**config.mk**
```make
export PLATFORM = sky130hd
export DESIGN_NAME = axis_rdm_perf_monitor_flat
export DESIGN_NICKNAME = d
export VERILOG_FILES = /design/src/rtl/rdm_perf_pkg.sv /design/src/rtl/axis_rdm_perf_monitor_if.sv /design/src/rtl/axis_rdm_perf_ts_fifo.sv /design/src/rtl/axis_rdm_perf_monitor.sv /design/src/flat_wrapper.sv
export SDC_FILE = /design/constraint.sdc
export NUM_CORES = 2
export LEC_CHECK = 0
export ABC_CLOCK_PERIOD_IN_PS = 15000
export BUFFER_PORTS_ARGS = -buffer_cell sky130_fd_sc_hd__buf_2
export CELL_PAD_IN_SITES_DETAIL_PLACEMENT = 1
export CELL_PAD_IN_SITES_GLOBAL_PLACEMENT = 2
export CORE_ASPECT_RATIO = 1.5
export CORE_MARGIN = 4
export CORE_UTILIZATION = 42
export DETAILED_ROUTE_END_ITERATION = 6
export PLACE_DENSITY_LB_ADDON = 0.25
export SLEW_MARGIN = 20
export SYNTH_ARGS = -nofsm -noshare
export SYNTH_HDL_FRONTEND = slang
export SYNTH_SLANG_ARGS = --single-unit
export TNS_END_PERCENT = 20
```
**constraint.sdc**
```tcl
create_clock -name clk -period 15 [get_ports clk]
set_clock_uncertainty 0.2 [all_clocks]
set_input_delay 0.75 -clock clk [delete_from_list [all_inputs] [get_ports clk]]
set_output_delay 0.75 -clock clk [all_outputs]
set_load 0.02 [all_outputs]
```
**src/rtl/rdm_perf_pkg.sv**
```systemverilog
// Shared helpers for the RDM performance monitor: keep-byte popcount and
// width-limited saturating addition.
package rdm_perf_pkg;

  localparam int unsigned MaxWidth = 64;

  // Callers zero-extend narrower vectors to MaxWidth.
  function automatic int unsigned popcount(input logic [MaxWidth-1:0] v);
    int unsigned cnt;
    cnt = 0;
    for (int i = 0; i < MaxWidth; i++) begin
      cnt += 32'(v[i]);
    end
    return cnt;
  endfunction

  // Sum of a and b, clamped to the all-ones value of a width-bit result.
  function automatic logic [MaxWidth-1:0] sat_add(input logic [MaxWidth-1:0] a,
                                                  input logic [MaxWidth-1:0] b,
                                                  input int unsigned width);
    logic [MaxWidth:0] sum;
    logic [MaxWidth:0] lim;
    sum = {1'b0, a} + {1'b0, b};
    lim = ({{MaxWidth{1'b0}}, 1'b1} << width) - {{MaxWidth{1'b0}}, 1'b1};
    if (sum > lim) begin
      sum = lim;
    end
    return sum[MaxWidth-1:0];
  endfunction

endpackage

```
**src/rtl/axis_rdm_perf_monitor_if.sv**
```systemverilog
// AXI-Stream snoop bundle: the master side drives the stream, the monitor only observes it.
interface axis_rdm_perf_monitor_if #(
  parameter int unsigned KEEP_WIDTH = 32
) ();

  logic                  tvalid;
  logic                  tready;
  logic                  tlast;
  logic [KEEP_WIDTH-1:0] tkeep;

  modport master (output tvalid, output tready, output tlast, output tkeep);
  modport slave  (input  tvalid, input  tready, input  tlast, input  tkeep);

endinterface

```
**src/rtl/axis_rdm_perf_ts_fifo.sv**
```systemverilog
// First-word-fall-through timestamp FIFO with occupancy count; a pop frees the slot
// for a same-cycle push even when full.
module axis_rdm_perf_ts_fifo #(
  parameter int unsigned DEPTH = 16,
  parameter int unsigned WIDTH = 32
) (
  input  logic                    clk_i,
  input  logic                    rst_i,
  input  logic                    push_i,
  input  logic [WIDTH-1:0]        data_i,
  input  logic                    pop_i,
  output logic [WIDTH-1:0]        head_o,
  output logic [$clog2(DEPTH):0]  count_o,
  output logic                    full_o,
  output logic                    empty_o
);

  localparam int unsigned AW = $clog2(DEPTH);

  logic [WIDTH-1:0] mem_q [DEPTH];
  logic [AW-1:0]    wr_q, wr_d;
  logic [AW-1:0]    rd_q, rd_d;
  logic [AW:0]      cnt_q, cnt_d;
  logic             do_push, do_pop;

  assign empty_o = (cnt_q == '0);
  assign full_o  = (cnt_q == (AW+1)'(DEPTH));
  assign do_pop  = pop_i && !empty_o;
  assign do_push = push_i && (!full_o || do_pop);
  assign head_o  = mem_q[rd_q];
  assign count_o = cnt_q;

  always_comb begin
    wr_d  = wr_q;
    rd_d  = rd_q;
    cnt_d = cnt_q;
    if (do_push) wr_d = wr_q + AW'(1);
    if (do_pop)  rd_d = rd_q + AW'(1);
    case ({do_push, do_pop})
      2'b10:   cnt_d = cnt_q + (AW+1)'(1);
      2'b01:   cnt_d = cnt_q - (AW+1)'(1);
      default: cnt_d = cnt_q;
    endcase
  end

  always_ff @(posedge clk_i or posedge rst_i) begin
    if (rst_i) begin
      wr_q  <= '0;
      rd_q  <= '0;
      cnt_q <= '0;
    end else begin
      wr_q  <= wr_d;
      rd_q  <= rd_d;
      cnt_q <= cnt_d;
    end
  end

  // Storage needs no reset; the count gates every read.
  always_ff @(posedge clk_i) begin
    if (do_push) mem_q[wr_q] <= data_i;
  end

endmodule

```
**src/rtl/axis_rdm_perf_monitor.sv**
```systemverilog
// Passive request/response monitor: counts packets and bytes, matches in-order responses
// to requests and tracks latency statistics plus sticky error flags.
module axis_rdm_perf_monitor
  import rdm_perf_pkg::*;
#(
  parameter int unsigned KEEP_WIDTH     = 32,
  parameter int unsigned DEPTH          = 16,
  parameter int unsigned TS_WIDTH       = 32,
  parameter int unsigned CNT_WIDTH      = 48,
  parameter int unsigned TIMEOUT_CYCLES = 100000
) (
  input  logic                      clk,
  input  logic                      sys_rst,
  input  logic                      stat_clear,
  axis_rdm_perf_monitor_if.slave    req,
  axis_rdm_perf_monitor_if.slave    rsp,
  output logic [CNT_WIDTH-1:0]      nr_req,
  output logic [CNT_WIDTH-1:0]      nr_rsp,
  output logic [CNT_WIDTH-1:0]      req_bytes,
  output logic [CNT_WIDTH-1:0]      rsp_bytes,
  output logic [$clog2(DEPTH):0]    outstanding,
  output logic                      idle,
  output logic                      lat_valid,
  output logic [TS_WIDTH-1:0]       lat_last,
  output logic [TS_WIDTH-1:0]       lat_min,
  output logic [TS_WIDTH-1:0]       lat_max,
  output logic [CNT_WIDTH-1:0]      lat_sum,
  output logic                      err_timeout,
  output logic                      err_overflow,
  output logic                      err_unexpected
);

  localparam int unsigned CW = $clog2(DEPTH) + 1;

  logic [KEEP_WIDTH-1:0] req_keep, rsp_keep;
  logic                  req_hs, req_last, rsp_hs, rsp_last, rsp_pop;
  logic                  overflow_evt, unexpected_evt, age_hit;
  logic                  fifo_full, fifo_empty;
  logic [TS_WIDTH-1:0]   fifo_head, push_ts, age;
  logic [CW-1:0]         fifo_count;

  logic [TS_WIDTH-1:0]   ts_q, start_q, start_d;
  logic                  in_pkt_q, in_pkt_d;

  logic [CNT_WIDTH-1:0]  nr_req_q, nr_req_d, nr_rsp_q, nr_rsp_d;
  logic [CNT_WIDTH-1:0]  req_bytes_q, req_bytes_d, rsp_bytes_q, rsp_bytes_d;
  logic                  lat_valid_q, lat_valid_d;
  logic [TS_WIDTH-1:0]   lat_last_q, lat_last_d, lat_min_q, lat_min_d, lat_max_q, lat_max_d;
  logic [CNT_WIDTH-1:0]  lat_sum_q, lat_sum_d;
  logic                  err_timeout_q, err_timeout_d;
  logic                  err_overflow_q, err_overflow_d;
  logic                  err_unexpected_q, err_unexpected_d;

  assign req_keep = req.tkeep;
  assign rsp_keep = rsp.tkeep;
  assign req_hs   = req.tvalid && req.tready;
  assign rsp_hs   = rsp.tvalid && rsp.tready;
  assign req_last = req_hs && req.tlast;
  assign rsp_last = rsp_hs && rsp.tlast;
  assign rsp_pop  = rsp_last && !fifo_empty;

  // A single-beat packet starts in the cycle it ends.
  assign push_ts        = in_pkt_q ? start_q : ts_q;
  assign overflow_evt   = req_last && fifo_full && !rsp_pop;
  assign unexpected_evt = rsp_last && fifo_empty;
  assign age            = ts_q - fifo_head;
  assign age_hit        = !fifo_empty && (age >= TS_WIDTH'(TIMEOUT_CYCLES));

  axis_rdm_perf_ts_fifo #(
    .DEPTH (DEPTH),
    .WIDTH (TS_WIDTH)
  ) u_ts_fifo (
    .clk_i   (clk),
    .rst_i   (sys_rst),
    .push_i  (req_last),
    .data_i  (push_ts),
    .pop_i   (rsp_pop),
    .head_o  (fifo_head),
    .count_o (fifo_count),
    .full_o  (fifo_full),
    .empty_o (fifo_empty)
  );

  always_comb begin
    start_d  = start_q;
    in_pkt_d = in_pkt_q;
    if (req_hs) begin
      if (!in_pkt_q) start_d = ts_q;
      in_pkt_d = !req.tlast;
    end
  end

  always_ff @(posedge clk or posedge sys_rst) begin
    if (sys_rst) begin
      ts_q     <= '0;
      start_q  <= '0;
      in_pkt_q <= 1'b0;
    end else begin
      ts_q     <= ts_q + TS_WIDTH'(1);
      start_q  <= start_d;
      in_pkt_q <= in_pkt_d;
    end
  end

  always_comb begin
    nr_req_d         = nr_req_q;
    nr_rsp_d         = nr_rsp_q;
    req_bytes_d      = req_bytes_q;
    rsp_bytes_d      = rsp_bytes_q;
    lat_valid_d      = 1'b0;
    lat_last_d       = lat_last_q;
    lat_min_d        = lat_min_q;
    lat_max_d        = lat_max_q;
    lat_sum_d        = lat_sum_q;
    err_timeout_d    = err_timeout_q;
    err_overflow_d   = err_overflow_q;
    err_unexpected_d = err_unexpected_q;

    if (req_hs)   req_bytes_d = req_bytes_q + CNT_WIDTH'(popcount(MaxWidth'(req_keep)));
    if (rsp_hs)   rsp_bytes_d = rsp_bytes_q + CNT_WIDTH'(popcount(MaxWidth'(rsp_keep)));
    if (req_last) nr_req_d = nr_req_q + CNT_WIDTH'(1);
    if (rsp_last) nr_rsp_d = nr_rsp_q + CNT_WIDTH'(1);

    if (rsp_pop) begin
      lat_valid_d = 1'b1;
      lat_last_d  = age;
      if (age < lat_min_q) lat_min_d = age;
      if (age > lat_max_q) lat_max_d = age;
      lat_sum_d = CNT_WIDTH'(sat_add(MaxWidth'(lat_sum_q), MaxWidth'(age), CNT_WIDTH));
    end

    if (overflow_evt)   err_overflow_d   = 1'b1;
    if (unexpected_evt) err_unexpected_d = 1'b1;
    if (age_hit)        err_timeout_d    = 1'b1;

    // Clear overrides anything that happened this cycle, including a due lat_valid.
    if (stat_clear) begin
      nr_req_d         = '0;
      nr_rsp_d         = '0;
      req_bytes_d      = '0;
      rsp_bytes_d      = '0;
      lat_valid_d      = 1'b0;
      lat_last_d       = '0;
      lat_min_d        = '1;
      lat_max_d        = '0;
      lat_sum_d        = '0;
      err_timeout_d    = 1'b0;
      err_overflow_d   = 1'b0;
      err_unexpected_d = 1'b0;
    end
  end

  always_ff @(posedge clk or posedge sys_rst) begin
    if (sys_rst) begin
      nr_req_q         <= '0;
      nr_rsp_q         <= '0;
      req_bytes_q      <= '0;
      rsp_bytes_q      <= '0;
      lat_valid_q      <= 1'b0;
      lat_last_q       <= '0;
      lat_min_q        <= '1;
      lat_max_q        <= '0;
      lat_sum_q        <= '0;
      err_timeout_q    <= 1'b0;
      err_overflow_q   <= 1'b0;
      err_unexpected_q <= 1'b0;
    end else begin
      nr_req_q         <= nr_req_d;
      nr_rsp_q         <= nr_rsp_d;
      req_bytes_q      <= req_bytes_d;
      rsp_bytes_q      <= rsp_bytes_d;
      lat_valid_q      <= lat_valid_d;
      lat_last_q       <= lat_last_d;
      lat_min_q        <= lat_min_d;
      lat_max_q        <= lat_max_d;
      lat_sum_q        <= lat_sum_d;
      err_timeout_q    <= err_timeout_d;
      err_overflow_q   <= err_overflow_d;
      err_unexpected_q <= err_unexpected_d;
    end
  end

  assign nr_req         = nr_req_q;
  assign nr_rsp         = nr_rsp_q;
  assign req_bytes      = req_bytes_q;
  assign rsp_bytes      = rsp_bytes_q;
  assign outstanding    = fifo_count;
  assign idle           = fifo_empty;
  assign lat_valid      = lat_valid_q;
  assign lat_last       = lat_last_q;
  assign lat_min        = lat_min_q;
  assign lat_max        = lat_max_q;
  assign lat_sum        = lat_sum_q;
  assign err_timeout    = err_timeout_q;
  assign err_overflow   = err_overflow_q;
  assign err_unexpected = err_unexpected_q;

endmodule

```
**src/flat_wrapper.sv**
```systemverilog
// flat-port wrapper written by rule: the top's interface ports become plain ports
module axis_rdm_perf_monitor_flat import rdm_perf_pkg::*;
#(
  parameter int unsigned KEEP_WIDTH     = 32,
  parameter int unsigned DEPTH          = 16,
  parameter int unsigned TS_WIDTH       = 32,
  parameter int unsigned CNT_WIDTH      = 48,
  parameter int unsigned TIMEOUT_CYCLES = 100000
)
  (clk, sys_rst, stat_clear, nr_req, nr_rsp, req_bytes, rsp_bytes, outstanding, idle, lat_valid, lat_last, lat_min, lat_max, lat_sum, err_timeout, err_overflow, err_unexpected, req_tvalid, req_tready, req_tlast, req_tkeep, rsp_tvalid, rsp_tready, rsp_tlast, rsp_tkeep);
  axis_rdm_perf_monitor_if #(.KEEP_WIDTH(KEEP_WIDTH)) req_i ();
  axis_rdm_perf_monitor_if #(.KEEP_WIDTH(KEEP_WIDTH)) rsp_i ();
  input  logic clk;
  input  logic sys_rst;
  input  logic stat_clear;
  output logic [CNT_WIDTH-1:0] nr_req;
  output logic [CNT_WIDTH-1:0] nr_rsp;
  output logic [CNT_WIDTH-1:0] req_bytes;
  output logic [CNT_WIDTH-1:0] rsp_bytes;
  output logic [$clog2(DEPTH):0] outstanding;
  output logic idle;
  output logic lat_valid;
  output logic [TS_WIDTH-1:0] lat_last;
  output logic [TS_WIDTH-1:0] lat_min;
  output logic [TS_WIDTH-1:0] lat_max;
  output logic [CNT_WIDTH-1:0] lat_sum;
  output logic err_timeout;
  output logic err_overflow;
  output logic err_unexpected;
  input wire logic [$bits(req_i.tvalid)-1:0] req_tvalid;
  input wire logic [$bits(req_i.tready)-1:0] req_tready;
  input wire logic [$bits(req_i.tlast)-1:0] req_tlast;
  input wire logic [$bits(req_i.tkeep)-1:0] req_tkeep;
  input wire logic [$bits(rsp_i.tvalid)-1:0] rsp_tvalid;
  input wire logic [$bits(rsp_i.tready)-1:0] rsp_tready;
  input wire logic [$bits(rsp_i.tlast)-1:0] rsp_tlast;
  input wire logic [$bits(rsp_i.tkeep)-1:0] rsp_tkeep;
  assign req_i.tvalid = req_tvalid;
  assign req_i.tready = req_tready;
  assign req_i.tlast = req_tlast;
  assign req_i.tkeep = req_tkeep;
  assign rsp_i.tvalid = rsp_tvalid;
  assign rsp_i.tready = rsp_tready;
  assign rsp_i.tlast = rsp_tlast;
  assign rsp_i.tkeep = rsp_tkeep;
  axis_rdm_perf_monitor #(.KEEP_WIDTH(KEEP_WIDTH), .DEPTH(DEPTH), .TS_WIDTH(TS_WIDTH), .CNT_WIDTH(CNT_WIDTH), .TIMEOUT_CYCLES(TIMEOUT_CYCLES)) u_core (.clk(clk), .sys_rst(sys_rst), .stat_clear(stat_clear), .req(req_i), .rsp(rsp_i), .nr_req(nr_req), .nr_rsp(nr_rsp), .req_bytes(req_bytes), .rsp_bytes(rsp_bytes), .outstanding(outstanding), .idle(idle), .lat_valid(lat_valid), .lat_last(lat_last), .lat_min(lat_min), .lat_max(lat_max), .lat_sum(lat_sum), .err_timeout(err_timeout), .err_overflow(err_overflow), .err_unexpected(err_unexpected));
endmodule
```
==> results.toml <==
[job]
maxCapViolCount = 0

[power_and_ir_drop]
powerDensity_nw_per_um2 = 181
finalPower_mw = 9.41
peakVddDrop_mv = 0.117
leakage_nw = 21.8

[clocking]
clk_pin_slew_ns = 0.07
numCtsBuffers = 90
clockBufferDepth = 3
cts.repair.resized = 0
post_cts_buffers = 0
cts_htree_levels = 3
cts_root_buf = "clkbuf_16"
clk_latency_ns = 0.69
cts_tree = "yes"
cts.sinks = 930

[detailed_routing]
wl_per_cell_um = 24.8
vias = 29933
firstDrtPassIters = 5
drtAntennaViolNets = 0
drc = 0
wirelength_mm = 135
vias_per_cell = 5.49
detail_route.iter0.violations = 1713

[layout]
regArea_um2 = 25900
fillCellCount = 10981
multiInputGateArea_um2 = 17800
area_growth_pct = 15.7
drive_gt1_share_pct = 22.0
mostFrequentLayoutCell = "edfxtp_1"
mostFrequentLayoutCells = "edfxtp_1, buf_2, dfrtp_1"
layout.nets = 4271
fin_area_um2 = 52000
final_cells = 5457
final_util_pct = 49.1

[setup_path]
r2r-end = "u_core.lat_sum[26]"
ff2ff_path_depth = 24
worstReg2RegStart = "u_core.u_ts_fifo.rd_q[0]"
required_ns = 15.32
path_max_fanout = 91
end_kind = "flop"
critPathKind = "flop to flop"
start_kind = "flop"
cp.arrival_ns = 9.23
reg2reg_slack_ns = 6.09

[placement]
dp_slack_ns = 6.09
gp_routability_congestion = 0.843
hpwl_mm = 92.6
numPortBuffers = 418
dp_cells = 5288
dpl_cell_area_um2 = 49000

[worst_hold_path]
min_path_type = "flop to flop"
hold_path_depth = 2
hold_start = "u_core.start_q[22]"
hold_end = "u_core.start_q[22]"

[yosys]
synth-compound-area-share_pct = 6.02
synth_cell_types = 71
yosys_warnings = 0
synth.net_count = 3830
synth-simple-area-share_pct = 11.0
avgSynthCellArea_um2 = 12.7
postSynth.asyncResetShare_pct = 44.9
synthMuxAreaShare_pct = 10.1
dominantRegCellSynth = "edfxtp_1"
synth_cells = 3534
synth_adder_area_share_pct = 7.09
synth_top_family_by_area = "simple AND/OR/NAND/NOR gates"
ys_seq_area_share_pct = 57.6
ys_ff_latch = 930
synth_xor_area_share_pct = 5.10
synth-edff-count = 512
netlist_area_um2 = 45000

[sta]
hold_viol_final = 0
slew_headroom_pct = 32.8
fmax_mhz = 112
maxSlewViolCount = 0
rsz0062_at_grt = "false"
final.setup.tns_ns = 0
min_period_ns = 8.91
holdWs_ns = 0.273
post-route-period-util_pct = 59.4
setup_slack_ns = 6.09
worstMarginPinSlew_ns = 0.983
setup_violations = 0

[global_routing]
track_usage_pct = 23.9
grt_pass1_wl_mm = 203
grt_antenna_before_repair = 7
grt_max_degree = 148
first_global_vias = 31826
globalRouteOverflowTotal = 0

[status]
outcome = "completed"

[die]
die_x_um = 275
die_area_um2 = 112000
start_util_pct = 42.4
die_h_um = 409
pin_count = 419
core_area_um2 = 106000
rows = 146
final cells by class:
| cell class | count | area share, % |
|---|---|---|
| Sequential cell | 930 | 49.8 |
| Multi-Input combinational cell | 2241 | 34.3 |
| Timing Repair Buffer | 484 | 5.05 |
| Clock buffer | 117 | 4.72 |
| Tap cell | 1406 | 3.38 |
| Inverter | 228 | 1.66 |
| Clock inverter | 49 | 1.10 |
| Antenna cell | 2 | 0.00963 |
logic make-up (layout without fill, tap and decap cells):
logic type,Yosys count,count (layout)
and+or+nand+nor,1074,1074
DFF,930,930
AOI/OAI and AO/OA,432,432
buffers and inverters,363,878
xor gates and xnor gates,262,262
muxes,250,250
adders and majority gates,223,223
other,0,2
registers in the layout, indices dropped and copies added (netlist names), 48 cells and up:
register                cells
u_core.lat_sum             48
u_core.nr_req              48
u_core.nr_rsp              48
u_core.req_bytes           48
u_core.rsp_bytes           48
u_core.u_ts_fifo.mem_q    512
how the worst max path moves through the flow:
stage	depth (start not counted)	slack, ns	end	from
6_report	24	6.09	u_core.lat_sum[26]	u_core.u_ts_fifo.rd_q[0]
5_1_grt	25	5.50	u_core.lat_sum[23]	u_core.u_ts_fifo.rd_q[0]
4_1_cts	24	6.04	u_core.lat_sum[23]	u_core.u_ts_fifo.rd_q[0]
3_5_place_dp	24	6.09	u_core.lat_sum[27]	u_core.u_ts_fifo.rd_q[0]
3_3_place_gp	25	6.15	u_core.lat_sum[23]	u_core.u_ts_fifo.rd_q[0]
2_1_floorplan	1	2.47	u_core.err_overflow	sys_rst
layer usage:
metal | vias up | GRT usage (%) | wire length [µm]
met5 | - | 0 | 23
met4 | 4 | 8.16 | 4590
met3 | 184 | 4.33 | 7980
met2 | 761 | 42.8 | 70400
met1 | 15408 | 29.1 | 52400
li1 | 13576 | - | -
Yosys cell counts (6+ instances only):
cell type,instances,share of area (%)
clkbuf_1,99,0.83
nand2_1,326,2.7
a21oi_1,167,1.9
xnor2_1,108,2.1
a211oi_1,17,0.28
nand3_1,88,0.98
edfxtp_1,512,34
a21o_1,49,0.82
nor3_1,40,0.45
mux4_2,160,8.0
ha_1,170,4.7
o22ai_1,6,0.084
o21ai_0,86,0.96
nand4_1,58,0.81
dfrtp_1,386,21
and4_1,14,0.27
o21bai_1,10,0.17
inv_1,227,1.9
nand2b_1,40,0.56
o21a_1,9,0.15
a311oi_1,26,0.51
a211o_1,11,0.21
and3_1,64,0.89
fa_1,53,2.4
or3_1,32,0.45
and2_1,13,0.18
nor4_1,11,0.15
a31oi_1,11,0.15
nor2b_1,33,0.46
dfstp_2,32,1.9
nor2_1,337,2.8
buf_1,30,0.25
mux2i_1,59,1.3
mux2_2,31,0.78
xor2_1,154,3.0
critical path, cell delays in order, from the launching register on:
cell	delay [ns]
dfrtp_4	0.98
buf_12	0.62
mux4_2	0.60
mux4_2	0.49
inv_1	0.14
ha_1	0.22
o2111ai_1	0.30
a21o_1	0.28
a21oi_1	0.25
o2111a_1	0.22
o22ai_1	0.11
o21ai_0	0.18
a21oi_1	0.10
xnor2_1	0.71
ha_1	0.46
a21o_1	0.19
a21o_1	0.17
a221oi_1	0.34
o21ai_1	0.21
a221oi_2	0.50
or2_1	0.54
buf_4	0.39
nand2_1	0.15
o22ai_1	0.18
nor2_1	0.06
power by group:
part / switching (mW) / internal, mW
registers: 0.143 / 2.83
clock network: 1.02 / 1.31
logic: 2.43 / 1.68
what timing repair did:
item                                    CTS  global route
hold buffers                              1             0
endpoints found under the setup margin    0             0
endpoints found under the hold margin    34             0
No activity file was read; power rests on OpenSTA's default activity.
